### src/rtl/button_conditioner.sv
// -----------------------------------------------------------------------------
// button_conditioner
//
// Conditions a raw mechanical push-button into a clean debounced level plus
// one-cycle event pulses for press, release, long-press and (optionally)
// auto-repeat while the button stays held past the long-press point.
//
// Parameters:
//   DEBOUNCE_CYCLES  stable cycles needed before a level change is accepted (>= 2)
//   LONG_CYCLES      cycles after an accepted press until the long-press event
//                    (> DEBOUNCE_CYCLES)
//   REPEAT_CYCLES    auto-repeat period in cycles (>= 2)
//
// Ports:
//   clk            system clock, all state on its rising edge
//   rst            synchronous active-high reset
//   btn_raw        asynchronous raw button level, 1 = pressed
//   level          debounced button state
//   press_pulse    one-cycle pulse in the cycle level has just risen
//   release_pulse  one-cycle pulse in the cycle level has just fallen
//   long_pulse     one-cycle pulse once a press has been held LONG_CYCLES
//   repeat_pulse   one-cycle periodic pulse while held past the long press
//
// Configuration macro:
//   BTN_AUTOREPEAT_EN  when defined, builds the repeat counter and drives
//                      repeat_pulse; when undefined repeat_pulse is tied to 0.
// -----------------------------------------------------------------------------
module button_conditioner #(
    parameter int unsigned DEBOUNCE_CYCLES = 1000000,
    parameter int unsigned LONG_CYCLES     = 50000000,
    parameter int unsigned REPEAT_CYCLES   = 10000000
) (
    input  logic clk,
    input  logic rst,
    input  logic btn_raw,
    output logic level,
    output logic press_pulse,
    output logic release_pulse,
    output logic long_pulse,
    output logic repeat_pulse
);

    localparam int DB_W   = $clog2(DEBOUNCE_CYCLES) + 1;
    localparam int HOLD_W = $clog2(LONG_CYCLES) + 1;

    localparam logic [DB_W-1:0]   DB_LAST   = DB_W'(DEBOUNCE_CYCLES);
    localparam logic [HOLD_W-1:0] HOLD_LAST = HOLD_W'(LONG_CYCLES - 1);
    localparam logic [HOLD_W-1:0] HOLD_SAT  = HOLD_W'(LONG_CYCLES);

    // Elaboration-time guards on illegal parameter combinations.
    if (DEBOUNCE_CYCLES < 2) begin : g_bad_debounce
        $error("button_conditioner: DEBOUNCE_CYCLES must be >= 2");
    end
    if (LONG_CYCLES <= DEBOUNCE_CYCLES) begin : g_bad_long
        $error("button_conditioner: LONG_CYCLES must exceed DEBOUNCE_CYCLES");
    end
    if (REPEAT_CYCLES < 2) begin : g_bad_repeat
        $error("button_conditioner: REPEAT_CYCLES must be >= 2");
    end

    typedef enum logic [1:0] {
        ST_IDLE    = 2'd0,   // level low
        ST_PRESSED = 2'd1,   // level high, hold counter running
        ST_HELD    = 2'd2    // long press already reported
    } state_t;

    // -------------------------------------------------------------------------
    // Two-flop synchronizer: btn_raw is asynchronous, so only the second flop
    // is allowed to feed any downstream logic.
    // -------------------------------------------------------------------------
    logic sync1_q;
    logic sync2_q;
    logic btn_sync;

    assign btn_sync = sync2_q;

    // -------------------------------------------------------------------------
    // Debounce: count consecutive cycles where the synchronized input disagrees
    // with the accepted level; once DEBOUNCE_CYCLES disagreeing cycles have
    // accumulated and the input still disagrees, flip the level.
    // -------------------------------------------------------------------------
    logic [DB_W-1:0] db_cnt_q, db_cnt_d;
    logic            level_q, level_d;
    logic            rise;
    logic            fall;

    // NOTE: every variable assigned in an always_comb gets a default on the
    // first lines, so no path can leave it unassigned and infer a latch.
    always_comb begin
        db_cnt_d = db_cnt_q;
        level_d  = level_q;
        if (btn_sync == level_q) begin
            db_cnt_d = '0;
        end else if (db_cnt_q >= DB_LAST) begin
            level_d  = btn_sync;
            db_cnt_d = '0;
        end else begin
            db_cnt_d = db_cnt_q + DB_W'(1);
        end
    end

    assign rise = level_d & ~level_q;
    assign fall = ~level_d & level_q;

    // -------------------------------------------------------------------------
    // Press-tracking FSM. Release is checked before long-press expiry so that a
    // release landing on the expiry edge suppresses the long pulse.
    // -------------------------------------------------------------------------
    state_t              state_q, state_d;
    logic [HOLD_W-1:0]   hold_q, hold_d;
    logic                long_d;

    always_comb begin
        state_d = state_q;
        hold_d  = hold_q;
        long_d  = 1'b0;
        unique case (state_q)
            ST_IDLE: begin
                hold_d = '0;
                if (rise) begin
                    state_d = ST_PRESSED;
                end
            end
            ST_PRESSED: begin
                if (fall) begin
                    state_d = ST_IDLE;
                    hold_d  = '0;
                end else if (hold_q >= HOLD_LAST) begin
                    state_d = ST_HELD;
                    hold_d  = HOLD_SAT;   // parks at the limit, never wraps
                    long_d  = 1'b1;
                end else begin
                    hold_d = hold_q + HOLD_W'(1);
                end
            end
            ST_HELD: begin
                if (fall) begin
                    state_d = ST_IDLE;
                    hold_d  = '0;
                end
            end
            default: begin
                state_d = ST_IDLE;
                hold_d  = '0;
            end
        endcase
    end

    logic press_q;
    logic release_q;
    logic long_q;

    // NOTE: state registers use non-blocking assignments so every flop samples
    // the pre-edge value of its inputs regardless of statement order.
    always_ff @(posedge clk) begin
        if (rst) begin
            sync1_q   <= 1'b0;
            sync2_q   <= 1'b0;
            db_cnt_q  <= '0;
            level_q   <= 1'b0;
            state_q   <= ST_IDLE;
            hold_q    <= '0;
            press_q   <= 1'b0;
            release_q <= 1'b0;
            long_q    <= 1'b0;
        end else begin
            sync1_q   <= btn_raw;
            sync2_q   <= sync1_q;
            db_cnt_q  <= db_cnt_d;
            level_q   <= level_d;
            state_q   <= state_d;
            hold_q    <= hold_d;
            press_q   <= rise;
            release_q <= fall;
            long_q    <= long_d;
        end
    end

    assign level         = level_q;
    assign press_pulse   = press_q;
    assign release_pulse = release_q;
    assign long_pulse    = long_q;

    // -------------------------------------------------------------------------
    // Auto-repeat: restarts from zero on entry to HELD, fires every
    // REPEAT_CYCLES edges while held; a release on a repeat edge wins.
    // -------------------------------------------------------------------------
`ifdef BTN_AUTOREPEAT_EN
    localparam int REP_W = $clog2(REPEAT_CYCLES) + 1;
    localparam logic [REP_W-1:0] REP_LAST = REP_W'(REPEAT_CYCLES - 1);

    logic [REP_W-1:0] rep_cnt_q, rep_cnt_d;
    logic             repeat_q, repeat_d;

    always_comb begin
        rep_cnt_d = '0;
        repeat_d  = 1'b0;
        if (state_q == ST_HELD && !fall) begin
            if (rep_cnt_q >= REP_LAST) begin
                repeat_d = 1'b1;
            end else begin
                rep_cnt_d = rep_cnt_q + REP_W'(1);
            end
        end
    end

    always_ff @(posedge clk) begin
        if (rst) begin
            rep_cnt_q <= '0;
            repeat_q  <= 1'b0;
        end else begin
            rep_cnt_q <= rep_cnt_d;
            repeat_q  <= repeat_d;
        end
    end

    assign repeat_pulse = repeat_q;
`else
    assign repeat_pulse = 1'b0;
`endif

endmodule

### config.mk
export PLATFORM = sky130hd
export DESIGN_NAME = button_conditioner
export DESIGN_NICKNAME = d
export VERILOG_FILES = /design/src/rtl/button_conditioner.sv
export SDC_FILE = /design/constraint.sdc
export NUM_CORES = 1
export LEC_CHECK = 0
export CAP_MARGIN = 15
export CORE_AREA = 2 2 99 101
export CTS_BUF_LIST = sky130_fd_sc_hd__clkbuf_8
export DETAILED_ROUTE_END_ITERATION = 10
export DIE_AREA = 0 0 101 103
export DONT_BUFFER_PORTS = 1
export GPL_TIMING_DRIVEN = 0
export HOLD_SLACK_MARGIN = 0.03
export MAX_ROUTING_LAYER = met4
export SLEW_MARGIN = 25
export SYNTH_ARGS = -nofsm -noshare
export SYNTH_HDL_FRONTEND = slang
export SYNTH_SLANG_ARGS = --single-unit
### constraint.sdc
create_clock -name clk -period 3.7 [get_ports clk]
set_input_delay 0.555 -clock clk [delete_from_list [all_inputs] [get_ports clk]]
set_output_delay 0.555 -clock clk [all_outputs]
set_load 0.02 [all_outputs]
==> impl_metrics.json, run 1 <==
{
  "status": "completed",
  "initial_utilization": 0.290,
  "tns_ns": 0,
  "worst_hold_path_type": "primary input to register",
  "drc": 0,
  "pin_count": 8,
  "drt-wirelength-per-cell_um": 12.0,
  "grt_usage": 0.115,
  "dieWidth_um": 101,
  "diodes": 0,
  "synth_top_cell_by_area": "dfxtp_1",
  "async_flop_share": 0,
  "ys_top_cells_by_area": "dfxtp_1, nor2_1, xor2_1",
  "critPathCaptureType": "register",
  "grt_max_degree": 18,
  "synthesis.area_mm2": 0.00274,
  "htree_levels": 2,
  "cp_slowest_stage_delay_ns": 0.50,
  "crit_fanout": 7,
  "layout.nets": 339,
  "clkLatencyLatePin_ns": 0.30,
  "critPathKind": "register to register",
  "clk_pin_slew_ns": 0.10,
  "seq_area_frac_synth": 0.409,
  "synthToLayoutAreaGrowth_pct": 9.40,
  "fp.coreArea_mm2": 0.00946,
  "gr-total-overflow": 0,
  "routed_wl_um": 5370,
  "synth_edf_count": 0,
  "drive_gt1_frac": 0.0689,
  "crit_required_ns": 3.94,
  "dp_hpwl_um": 3900,
  "period_share": 0.645,
  "via_per_inst": 4.90,
  "postCtsHoldBufs": 0,
  "worst_ir_drop_vdd_v": 0.000178,
  "start_kind": "register",
  "die-area_mm2": 0.0104,
  "ctsResizeCount": 0,
  "drt_iter0_markers": 116,
  "gp_congestion": 0.863,
  "clock.fmax_mhz": 419,
  "rsz0062_at_grt": "no",
  "dieHeight_um": 103,
  "cp.arrival_ns": 2.63,
  "synth-seq-cells": 56,
  "crit_family": "simple AND/OR/NAND/NOR gates",
  "yosysMostFrequentCell": "dfxtp_1",
  "synthFlopType": "dfxtp_1",
  "ys_warn_count": 0,
  "synth_common_cells": "dfxtp_1, nor2_1, nand2_1",
  "cp_cell_sequence": "ha_1 > and4_1 > buf_6 > nor3b_4 > nand4_1 > xor2_1 > or4b_1 > a21oi_1",
  "slew_headroom": 0.370,
  "cts_tree": "built",
  "syn_inst": 325,
  "cts_root_buf": "clkbuf_8",
  "min_delay_path_depth": 1,
  "avgSynthCellArea_um2": 8.44,
  "numPortBuffers": 0,
  "cts_buffers": 5,
  "power_density_mw_per_mm2": 347,
  "dr.pass1.iters": 4,
  "ff2ff_path_depth": 8,
  "ant_nets": 0,
  "maxCapViolations": 0,
  "cts.sinks": 56,
  "crit_cells": 8,
  "grt_antenna_before_repair": 0,
  "hold_viol_final": 0,
  "p_leak_uw": 0.00100,
  "maxSlewViolCount": 0,
  "dp_slack_ns": 1.38,
  "clock_path_buffers": 2,
  "grt_pass1_wl_um": 9450,
  "post-cts-setup-buffer-count": 0,
  "ys_types": 55,
  "slowest_stage": "or4b_1",
  "netlist.area_leader.share": 0.409,
  "period_needed_ns": 2.39,
  "worst_slack_ns": 1.31,
  "vias": 2194,
  "cp_num_buf_inv": 1,
  "worst_slew_pin_slew_ns": 0.937,
  "row_count": 36,
  "final-setup-viol-count": 0,
  "clock_skew_ns": 0.00356,
  "grt_pass1_vias": 2068
}
[worst register-to-register path, cell delays in order, from the launching register on]
cell     delay (ns)
dfxtp_1        0.42
ha_1           0.22
and4_1         0.22
buf_6          0.13
nor3b_4        0.33
nand4_1        0.19
xor2_1         0.17
or4b_1         0.50
a21oi_1        0.15
[path summary, 6_finish.rpt]
| kind | start | end | slack, ns |
|---|---|---|---|
| hold reg to reg | sync1_q | btn_sync | 0.45 |
| hold / removal | rst | sync1_q | 0.31 |
| setup reg to reg | hold_q[0] | hold_q[24] | 1.31 |
| setup / recovery | hold_q[0] | hold_q[24] | 1.31 |
[flip-flops by register name (all words and copies together) (netlist names)]
signal and count:
sync1_q 1, db_cnt_q 21, long_pulse 1, hold_q 27
level 1, state_q 2, btn_sync 1, release_pulse 1
press_pulse 1
[cell usage in the layout (no fill, tap or decap), types with 5 or more instances in the layout]
cell type and n:
nand3_1 19, nor2b_1 5, dfxtp_1 56, nor2_1 53, nand2b_1 6, o21ai_0 13
nand2_1 30, xor2_1 18, nand4_1 7, nor3_1 6, a21oi_1 21, clkbuf_8 5
inv_1 8, xnor2_1 15
[area by class of cell]
| class | instances | area, µm² |
|---|---|---|
| fill | 1018 | 6460 |
| inverter | 8 | 30.0 |
| tap | 114 | 143 |
| clock inverter | 3 | 42.5 |
| clock buffer | 5 | 68.8 |
| buffer | 11 | 67.6 |
| sequential | 56 | 1120 |
| multi-input combinational | 251 | 1530 |
[layer usage]
metal,share of wire,track usage,vias to the layer above
met5,0,-,-
met2,0.46,0.187,22
met3,0.019,0.0156,5
li1,-,-,1142
met4,0.014,0.0374,0
met1,0.51,0.147,1025
[logic make-up (layout without fill, tap and decap cells)]
group                    Yosys count  after routing  share of synthesized area
adder cells (fa/ha/maj)            3              3                     0.0137
flip-flops                        56             56                      0.409
other                              1              2                    0.00137
XOR/XNOR                          33             33                      0.105
buffers and inverters             19             27                     0.0356
multiplexers                       1              1                    0.00365
AND/OR/NAND/NOR                  156            156                      0.298
AO/OA/AOI/OAI                     56             56                      0.133
[metrics by stage]
stage / utilization / cell area, µm² / hold WS, ns / total power [µW] / cells
2_1_floorplan: - / 2750 / 0.414 / 651 / 326
3_3_place_gp: 0.305 / 2890 / 0.430 / 659 / 440
3_5_place_dp: 0.305 / 2890 / 0.434 / 659 / 440
4_1_cts: 0.317 / 3000 / 0.294 / 1060 / 448
5_1_grt: 0.317 / 3000 / 0.289 / 1080 / 448
6_report: 0.317 / 3000 / 0.306 / 1040 / 448
[where the power goes]
group / total (µW) / internal (µW) / switching (µW)
clock network: 396 / 201 / 195
logic: 34.0 / 12.4 / 21.6
registers: 611 / 606 / 5.27
Note: power is estimated with default switching activity, not from simulation.
==> run 2: changes to the inputs <==
Clock period 3.7 ns to 2.2 ns, I/O delays scaled along.
==> run 2 against run 1 <==
- highest routed layer unchanged
- clock power rose by 68%
- sequential share of layout area fell by 1.2 points
- largest cell class unchanged
- critical endpoint is now hold_q[4]
- largest power group unchanged
- power rose by 69%
==> impl_metrics.json, run 2 (synthesized netlist as in run 1, its figures left out) <==
{
  "status": "completed",
  "drt-wirelength-per-cell_um": 12.0,
  "synthToLayoutAreaGrowth_pct": 13.6,
  "gr-total-overflow": 0,
  "regArea_mm2": 0.00113,
  "mostFrequentLayoutCells": "dfxtp_1, nor2_1, nand2_1",
  "htree_levels": 2,
  "drc": 0,
  "fin_area_mm2": 0.00311,
  "row_count": 36,
  "ant_nets": 0,
  "postCtsHoldBufs": 0,
  "multi_input_area_mm2": 0.00157,
  "power_density_mw_per_mm2": 564,
  "period_share": 0.960,
  "startpoint": "hold_q[12]",
  "pin_count": 8,
  "numPortBuffers": 0,
  "top_register": "hold_q",
  "grt_usage": 0.115,
  "dieWidth_um": 101,
  "clock.fmax_mhz": 473,
  "critPathKind": "register to register",
  "clkLatencyLatePin_ns": 0.30,
  "maxCapViolations": 0,
  "cts_tree": "built",
  "fp.coreArea_mm2": 0.00946,
  "crit_fanout": 10,
  "maxSlewViolCount": 0,
  "routed_wl_um": 5470,
  "rr_endpoint": "hold_q[4]",
  "r2r_start": "hold_q[12]",
  "grt_antenna_before_repair": 0,
  "dp_slack_ns": -0.118,
  "ff2ff_path_depth": 7,
  "gp_congestion": 0.863,
  "worst_hold_path_type": "primary input to register",
  "critPathCaptureType": "register",
  "period_needed_ns": 2.11,
  "grt_max_degree": 18,
  "cts_root_buf": "clkbuf_8",
  "hold_start": "rst",
  "dp_hpwl_um": 3900,
  "cts_buffers": 5,
  "layout.nets": 347,
  "drt_iter0_markers": 129,
  "grt_pass1_vias": 2071,
  "via_per_inst": 4.91,
  "grt_pass1_wl_um": 9450,
  "die-area_mm2": 0.0104,
  "drive_gt1_frac": 0.114,
  "n_fill_cell": 1006,
  "layout_commonest_cell": "dfxtp_1",
  "clk_pin_slew_ns": 0.10,
  "final_cells": 456,
  "dr.pass1.iters": 4,
  "cts.sinks": 56,
  "p_leak_uw": 0.00106,
  "placed_area_mm2": 0.00289,
  "dieHeight_um": 103,
  "tns_ns": 0,
  "vias": 2240,
  "start_kind": "register",
  "largest_register_ff_count": 27,
  "worst_slew_pin_slew_ns": 0.554,
  "slew_headroom": 0.627,
  "whs_ns": 0.0804,
  "initial_utilization": 0.290,
  "crit_required_ns": 2.40,
  "reg2reg_setup_slack_ns": 0.09,
  "worst_slack_ns": 0.0880,
  "diodes": 0,
  "hold_viol_final": 0,
  "reg.largest.list": "hold_q x27, db_cnt_q x21, state_q x2",
  "final-setup-viol-count": 0,
  "worst_ir_drop_vdd_v": 0.000295,
  "clock_path_buffers": 2,
  "cp.arrival_ns": 2.32,
  "dp_cells": 440,
  "clock_skew_ns": 0.00375,
  "worstSetupEndpoint": "hold_q[4]"
}
==> run 2: through the flow <==
step | power, µW | utilization
final | 1760 | 0.329
after global placement | 1110 | 0.305
after CTS | 1780 | 0.319
after global routing | 1830 | 0.329
after detailed placement | 1110 | 0.305
after floorplan | 1090 | -
==> run 2: per-layer routing <==
| metal | vias to the layer above | part of all wire | GRT usage |
|---|---|---|---|
| li1 | 1158 | - | - |
| met1 | 1056 | 0.50 | 0.147 |
| met2 | 22 | 0.47 | 0.187 |
| met3 | 4 | 0.017 | 0.0156 |
| met4 | 0 | 0.011 | 0.0374 |
| met5 | - | 0 | - |
==> run 2: worst min-delay path by stage <==
| stage | slack (ns) | cells past startpoint | to |
|---|---|---|---|
| 2_1_floorplan | 0.40 | 1 | btn_sync |
| 3_3_place_gp | 0.40 | 1 | btn_sync |
| 3_5_place_dp | 0.40 | 1 | sync1_q |
| 4_1_cts | 0.07 | 1 | sync1_q |
| 5_1_grt | 0.06 | 1 | level |
| 6_report | 0.08 | 1 | sync1_q |
==> run 2: report_power, final <==
part | switching, µW | internal [µW]
clock | 329 | 337
combinational | 37.6 | 24.3
sequential | 8.92 | 1020
==> run 2: worst max-delay path, cell delays in order (launching register included) <==
cell and delay (ns):
dfxtp_1 0.45, nand4_4 0.17, or4_1 0.44, o31a_1 0.32
o31ai_4 0.10, o22a_1 0.27, buf_4 0.19, nor2_1 0.06
==> run 2: timing repair <==
action,CTS,global route
setup buffers,1,7
setup endpoints to repair,4,34
pin swaps,0,4
resized for setup,3,9
==> run 2: cell type report <==
class,instances,area share
Multi-Input combinational cell,251,0.506
Buffer,11,0.0217
Inverter,8,0.00965
Timing Repair Buffer,8,0.0193
Clock inverter,3,0.0137
Clock buffer,5,0.0221
Sequential cell,56,0.362
Tap cell,114,0.0458
==> run 3: changes to the inputs <==
Settings changed: CTS_CLUSTER_SIZE set to 28, REMOVE_ABC_BUFFERS set to 1.
==> run 3 against run 2 <==
- via count is 2.3% lower
- cell count is 3.1% lower
- hold slack lost 0.0050 ns
- critical path depth is 1 lower
- setup slack improved by 0.056 ns
- sequential power about the same
- critical path type unchanged
- critical endpoint is now hold_q[2]
- non-clock buffer count decreased by 14
- die area unchanged
- core utilization shrank 1.2 points
- cell area shrank 3.6%
- largest cell class unchanged
==> impl_metrics.json, run 3 (synthesized netlist as in run 1, its figures left out) <==
{
  "status": "completed",
  "postCtsHoldBufs": 0,
  "initial_utilization": 0.290,
  "worst_hold_path_type": "primary input to register",
  "cts.sinks": 56,
  "worst_slew_pin_slew_ns": 0.614,
  "cts_buffers": 5,
  "startpoint": "hold_q[13]",
  "cts_tree": "built",
  "cp.arrival_ns": 2.26,
  "pin_count": 8,
  "vias": 2189,
  "htree_levels": 2,
  "r2r_start": "hold_q[13]",
  "slew_headroom": 0.587,
  "row_count": 36,
  "clkLatencyLatePin_ns": 0.31,
  "critPathCaptureType": "register",
  "reg.largest.list": "hold_q x27, db_cnt_q x21, state_q x2",
  "layout_commonest_cell": "dfxtp_1",
  "rsz0062_at_grt": "yes",
  "power_uw": 1670,
  "power_frac_comb": 0.035,
  "period_share": 0.935,
  "dp_hpwl_um": 3700,
  "internal_power_uw": 1290,
  "final_cells": 442,
  "grt_max_degree": 20,
  "final-setup-viol-count": 0,
  "dieWidth_um": 101,
  "via_per_inst": 4.95,
  "mostFrequentLayoutCells": "dfxtp_1, nor2_1, nand2_1",
  "grt_pass1_wl_um": 9160,
  "fp.coreArea_mm2": 0.00946,
  "seq_power_share": 0.615,
  "largest_register_ff_count": 27,
  "ant_nets": 0,
  "grt_pass1_vias": 2007,
  "power_density_mw_per_mm2": 557,
  "synthToLayoutAreaGrowth_pct": 9.49,
  "drc": 0,
  "n_fill_cell": 1033,
  "numPortBuffers": 0,
  "tns_ns": 0,
  "critPathKind": "register to register",
  "drt-wirelength-per-cell_um": 12.3,
  "top_register": "hold_q",
  "worst_ir_drop_vdd_v": 0.000274,
  "clock_skew_ns": 0.00558,
  "maxSlewViolCount": 0,
  "grt_usage": 0.111,
  "dr.pass1.iters": 4,
  "clock_path_buffers": 2,
  "crit_fanout": 12,
  "hold_start": "rst",
  "routed_wl_um": 5440,
  "start_kind": "register",
  "dieHeight_um": 103,
  "drt_iter0_markers": 72,
  "gp_congestion": 0.798,
  "grt_antenna_before_repair": 0,
  "p_clk_frac": 0.349,
  "diodes": 0,
  "drive_gt1_frac": 0.101,
  "layout.nets": 333,
  "whs_ns": 0.0753,
  "maxCapViolations": 0,
  "swShare": 0.226,
  "hold_viol_final": 0,
  "die-area_mm2": 0.0104,
  "cts_root_buf": "clkbuf_8",
  "crit_required_ns": 2.40,
  "period_needed_ns": 2.06,
  "gr-total-overflow": 0,
  "dp_cells": 429,
  "clock.fmax_mhz": 486,
  "p_leak_uw": 0.000990,
  "p_sw_uw": 378,
  "clk_pin_slew_ns": 0.10
}
-- run 3: cell type report --
type	count	area, µm²	area share
multi-input combinational	251	1570	0.524
inverter	8	30.0	0.0100
sequential	56	1120	0.374
timing repair buffer	5	37.5	0.0125
clock inverter	2	11.3	0.00375
clock buffer	6	82.6	0.0275
tap	114	143	0.0475
-- run 3: timing repair --
item,in CTS,in global routing
endpoints found under the setup margin,24,44
pin swaps,0,4
gates resized for setup,5,11
setup buffers,1,4
hold endpoints to repair,0,0
-- run 3: stage by stage --
stage / setup slack [ns] / util / area [µm²]
final: 0.144 / 0.317 / 3000
after global routing: -0.0767 / 0.317 / 3000
after CTS: 0.0311 / 0.311 / 2940
after detailed placement: -0.121 / 0.298 / 2820
after global placement: -0.0725 / 0.298 / 2820
after floorplan: 0.165 / - / 2680
-- run 3: metal layers --
| layer | up-vias | wire length, µm | global-route usage |
|---|---|---|---|
| met5 | - | 0 | - |
| met2 | 19 | 2600 | 0.181 |
| met3 | 5 | 141 | 0.0264 |
| met4 | 0 | 38 | 0.0218 |
| met1 | 1033 | 2660 | 0.143 |
| li1 | 1132 | - | - |
-- run 3: worst paths after layout --
kind | slack [ns] | cells past startpoint | end
worst max-delay path | 0.14 | 6 | hold_q[2]
worst min-delay path | 0.08 | 1 | level
worst max register to register | 0.14 | 6 | hold_q[2]
worst min register to register | 0.44 | 1 | btn_sync
-- run 3: critical path, stage by stage, from the launching register on --
cell     delay (ns)
dfxtp_1        0.42
nand4_2        0.21
or4_1          0.45
o31a_1         0.32
o31ai_4        0.11
o22a_2         0.36
nor2_1         0.08
-- run 3: power groups by stage --
| stage | Sequential (µW) | Clock [µW] | Combinational (µW) |
|---|---|---|---|
| 6_report | 1030 | 584 | 59.1 |
| 3_5_place_dp | 1050 | 0 | 51.4 |
| 5_1_grt | 1030 | 640 | 66.5 |
| 4_1_cts | 1030 | 608 | 53.5 |
| 3_3_place_gp | 1050 | 0 | 49.5 |
| 2_1_floorplan | 1050 | 0 | 38.8 |
